--- src/rtl/div_unit.sv ---
// Sequential signed divider, restoring algorithm, one quotient bit per clock.
// Results follow MIPS DIV: hi_out = remainder, lo_out = quotient, truncating toward zero.
//
// state | meaning
// IDLE  | waiting for div_start; zero-divisor requests are answered here
// RUN   | WIDTH restoring iterations on the operand magnitudes
// FIX   | apply signs, publish hi_out/lo_out, pulse done
module div_unit #(
    parameter int WIDTH = 32
) (
    input  logic             clk,
    input  logic             reset,
    input  logic             div_start,
    input  logic [WIDTH-1:0] dividend,
    input  logic [WIDTH-1:0] divisor,
    output logic [WIDTH-1:0] hi_out,
    output logic [WIDTH-1:0] lo_out,
    output logic             div_zero,
    output logic             done,
    output logic             busy
);

    localparam int CW = $clog2(WIDTH) + 1;

    typedef enum logic [1:0] {IDLE, RUN, FIX} state_t;

    state_t           state, state_nxt;
    logic [WIDTH-1:0] quot, quot_nxt;
    logic [WIDTH-1:0] dvs, dvs_nxt;
    logic [WIDTH:0]   rem, rem_nxt, rem_sh;
    logic [CW-1:0]    cnt, cnt_nxt;
    logic             sign_q, sign_q_nxt;
    logic             sign_r, sign_r_nxt;
    logic [WIDTH-1:0] hi_nxt, lo_nxt;
    logic             div_zero_nxt, done_nxt;

    always_ff @(posedge clk or negedge reset) begin
        if (!reset) begin
            state    <= IDLE;
            quot     <= '0;
            dvs      <= '0;
            rem      <= '0;
            cnt      <= '0;
            sign_q   <= 1'b0;
            sign_r   <= 1'b0;
            hi_out   <= '0;
            lo_out   <= '0;
            div_zero <= 1'b0;
            done     <= 1'b0;
        end else begin
            state    <= state_nxt;
            quot     <= quot_nxt;
            dvs      <= dvs_nxt;
            rem      <= rem_nxt;
            cnt      <= cnt_nxt;
            sign_q   <= sign_q_nxt;
            sign_r   <= sign_r_nxt;
            hi_out   <= hi_nxt;
            lo_out   <= lo_nxt;
            div_zero <= div_zero_nxt;
            done     <= done_nxt;
        end
    end

    always_comb begin
        state_nxt    = state;
        quot_nxt     = quot;
        dvs_nxt      = dvs;
        rem_nxt      = rem;
        cnt_nxt      = cnt;
        sign_q_nxt   = sign_q;
        sign_r_nxt   = sign_r;
        hi_nxt       = hi_out;
        lo_nxt       = lo_out;
        div_zero_nxt = 1'b0;
        done_nxt     = 1'b0;
        // quot doubles as the dividend shift register: its MSB feeds the remainder
        rem_sh       = {rem[WIDTH-1:0], quot[WIDTH-1]};

        case (state)
            IDLE: begin
                if (div_start) begin
                    if (divisor == '0) begin
                        div_zero_nxt = 1'b1;
                        done_nxt     = 1'b1;
                    end else begin
                        quot_nxt   = dividend[WIDTH-1] ? -dividend : dividend;
                        dvs_nxt    = divisor[WIDTH-1] ? -divisor : divisor;
                        sign_q_nxt = dividend[WIDTH-1] ^ divisor[WIDTH-1];
                        sign_r_nxt = dividend[WIDTH-1];
                        rem_nxt    = '0;
                        cnt_nxt    = '0;
                        state_nxt  = RUN;
                    end
                end
            end
            RUN: begin
                if (rem_sh >= {1'b0, dvs}) begin
                    rem_nxt  = rem_sh - {1'b0, dvs};
                    quot_nxt = {quot[WIDTH-2:0], 1'b1};
                end else begin
                    rem_nxt  = rem_sh;
                    quot_nxt = {quot[WIDTH-2:0], 1'b0};
                end
                cnt_nxt = cnt + CW'(1);
                if (cnt == CW'(WIDTH - 1))
                    state_nxt = FIX;
            end
            FIX: begin
                lo_nxt    = sign_q ? -quot : quot;
                hi_nxt    = sign_r ? -rem[WIDTH-1:0] : rem[WIDTH-1:0];
                done_nxt  = 1'b1;
                state_nxt = IDLE;
            end
            default: state_nxt = IDLE;
        endcase
    end

    assign busy = (state != IDLE);

endmodule
--- config.mk ---
export PLATFORM = sky130hd
export DESIGN_NAME = div_unit
export DESIGN_NICKNAME = d
export VERILOG_FILES = /design/src/rtl/div_unit.sv
export SDC_FILE = /design/constraint.sdc
export NUM_CORES = 1
export LEC_CHECK = 0
export CAP_MARGIN = 10
export CORE_ASPECT_RATIO = 0.6
export CORE_MARGIN = 3
export CORE_UTILIZATION = 55
export CTS_CLUSTER_DIAMETER = 80
export DETAILED_ROUTE_END_ITERATION = 12
export GPL_TIMING_DRIVEN = 0
export HOLD_SLACK_MARGIN = 0.1
export PLACE_DENSITY = 0.75
export RECOVER_POWER = 25
export SYNTH_ARGS = -nofsm -noshare
export SYNTH_HDL_FRONTEND = slang
export SYNTH_SLANG_ARGS = --single-unit
--- constraint.sdc ---
create_clock -name clk -period 9.41 [get_ports clk]
set_input_delay 1.882 -clock clk [delete_from_list [all_inputs] [get_ports clk]]
set_output_delay 1.882 -clock clk [all_outputs]
set_load 0.02 [all_outputs]
==> out/qor.txt <==
critical path peak fanout: 87
TritonCTS buffer count: 17
Slowest-stage cell, CP: clkbuf_1
Via Count: 10,200
number of global-route vias before repair: 9,355
Initial Util: 0.570
first-pass GRT wire length: 51.2 mm
Die Wd: 189 um
# rows: 39
total gr overflow: 0
H-tree levels: 4
dpl ws: 4.15 ns
Setup TNS: 0 ns
HPWL Detailed: 24.7 mm
hold crit path type: register to register
P_leak: 5.73 nW
syn avg cell area: 8.56 sq um
clock skew: 0.00869 ns
Routed WL per cell: 18.7 um
Core Region: 19,400 sq um
synthesis-stage register bit count: 172
most frequent cell after synthesis: nand2_1
startpoint types: primary input
IO Port Bufs: 133
Worst Setup Path Type: primary input to async pin
WP buf/inv: 1
Fillers: 1,616
die height: 116 um
Post-synth EDFFs: 0
largest cells by area after synthesis: dfrtp_1 39%, xor2_1 9.7%, o21ai_0 7.7%, nand2_1 7.1%, ha_1 4.2%
Setup Viol. Count Final: 0
die area: 21,900 sq um
# nets final: 1,549
worst path cell trace: clkbuf_1
Commonest cells post-synth: 210 x nand2_1, 172 x dfrtp_1, 171 x o21ai_0
hold slack: 0.478 ns
Cells after Synth: 1,291
Crit path max-delay family: buffers and inverters
# clock sinks: 172
GRT Util Overall: 0.300
Post-CTS Hold Buffers: 0
Slew Limit Fails: 87
failing checks: max-capacitance violations, max-slew violations
Final Core Density: 0.689
VDD IR max: 0.231 mV
final hold vios: 0
Post-Syn Area: 11,000 sq um
worst r2r path cells: 12
Final period util: 0.598
CTS tree: yes
nature of the critical path endpoint: async pin
achievable frequency: 178 MHz
total power draw: 4.83 mW
Iteration-0 DRC Markers: 990
Post-Syn Nets: 1,396
CTS root buf: clkbuf_16
Yosys cell types: 64
drt drc: 0
Power Dens Cells: 362 nW/um^2
slew of the pin with the lowest slew margin: 4.56 ns
Clock Latency Late Sink: 0.44 ns
Post-CTS Resized: 0
top-area cell type share of the netlist area: 0.390
CP peak stage delay: 3.14 ns
yosys warns: 0
# Post-CTS Setup Buffers: 0
register area share after synthesis: 0.390
DRT Pass-1 Iters: 6
Main synth FF type: dfrtp_1
Worst-path clk slew: 0.07 ns
# IOs: 134
unrepaired setup endpoints after global routing: false
Worst EP arrival: 5.09 ns
Final GP Congestion: 0.981
Tmin final: 5.62 ns
post-DR vias/cell: 5.90
Yosys top cell by area: dfrtp_1
status: complete, but fails checks
Worst path depth: 1
final wirelength: 32.2 mm
Max clock buf depth: 2
Setup WS post-layout: 3.79 ns
largest net degree at the start of global routing: 88
layout cells sized above 1: 0.0432
antenna violations before repair: 0
Detail Route Antenna Nets: 0
CP required: 8.88 ns
Max-Cap Viols: 1
Async S/R FF share, synth: 1.00
area delta synth->final: 20.9%
worst hold stages: 2
Relative slew margins: -2.04
metrics by stage:
stage / instance area [sq um] / std cells
after global routing: 13300 / 1723
after global placement: 12700 / 1690
after floorplan: 11000 / 1291
after CTS: 13400 / 1723
final: 13400 / 1725
after detailed placement: 12700 / 1691
final cells by class:
| cell class | count | area, sq um | area share |
|---|---|---|---|
| sequential | 172 | 4300 | 0.322 |
| antenna | 2 | 5.00 | 0.000375 |
| buffer | 67 | 312 | 0.0233 |
| timing repair buffer | 134 | 1350 | 0.101 |
| clock inverter | 13 | 181 | 0.0136 |
| multi-input combinational | 1002 | 6250 | 0.468 |
| clock buffer | 19 | 433 | 0.0324 |
| inverter | 50 | 188 | 0.0141 |
| tap | 266 | 333 | 0.0249 |
cell usage in the layout (no fill, tap or decap), drive strengths merged, types with 8 or more instances in the layout:
master,count
a21o,13
a21oi,59
a32oi,12
buf,17
clkbuf,71
clkdlybuf4s50,132
dfrtp,172
ha,37
inv,56
mux2i,23
nand2,210
nand3,20
nand4,11
nor2,64
nor2b,9
nor3,15
nor4,9
o21ai,204
o31ai,37
o41ai,21
or2,8
or3,23
or4,14
xnor2,28
xor2,122
flip-flops by register name (all words and copies together) (netlist names):
signal / flops
state: 2
dvs: 32
sign_r: 1
div_zero: 1
rem: 32
cnt: 6
done: 1
hi_out: 32
quot: 32
sign_q: 1
lo_out: 32
routing by layer:
metal	share of wire	wire length (um)	vias to the layer above	global-route usage
met1	0.49	15700	4786	0.468
met4	0.0093	301	0	0.0605
li1	-	-	4882	-
met2	0.38	12400	477	0.392
met3	0.12	3850	33	0.109
met5	0	0	-	0
report_power, final:
part | total (mW) | internal, mW | switching (mW)
logic | 2.63 | 1.13 | 1.50
clock network | 0.754 | 0.427 | 0.328
registers | 1.44 | 1.06 | 0.381
logic make-up (layout without fill, tap and decap cells):
kind of cell / Yosys count / after routing / share of synthesized area
AND/OR/NAND/NOR: 410 / 410 / 0.174
AO/OA/AOI/OAI: 380 / 380 / 0.207
flip-flops: 172 / 172 / 0.390
XOR/XNOR: 150 / 150 / 0.119
buffers and inverters: 117 / 283 / 0.0452
adder cells (fa/ha/maj): 38 / 38 / 0.0437
multiplexers: 24 / 24 / 0.0219
other: 0 / 2 / 0
path summary, 6_finish.rpt:
check	from	end	slack [ns]
worst max-delay path	reset	quot[18]	3.79
worst min-delay path	hi_out[20]	hi_out[20]	0.48
worst max register to register	rem[15]	rem[30]	5.49
worst min register to register	hi_out[20]	hi_out[20]	0.48
max in group clk	divisor[0]	rem[23]	4.57
min in group asynchronous	reset	hi_out[11]	3.06
Note: power is estimated with default switching activity, not from simulation.
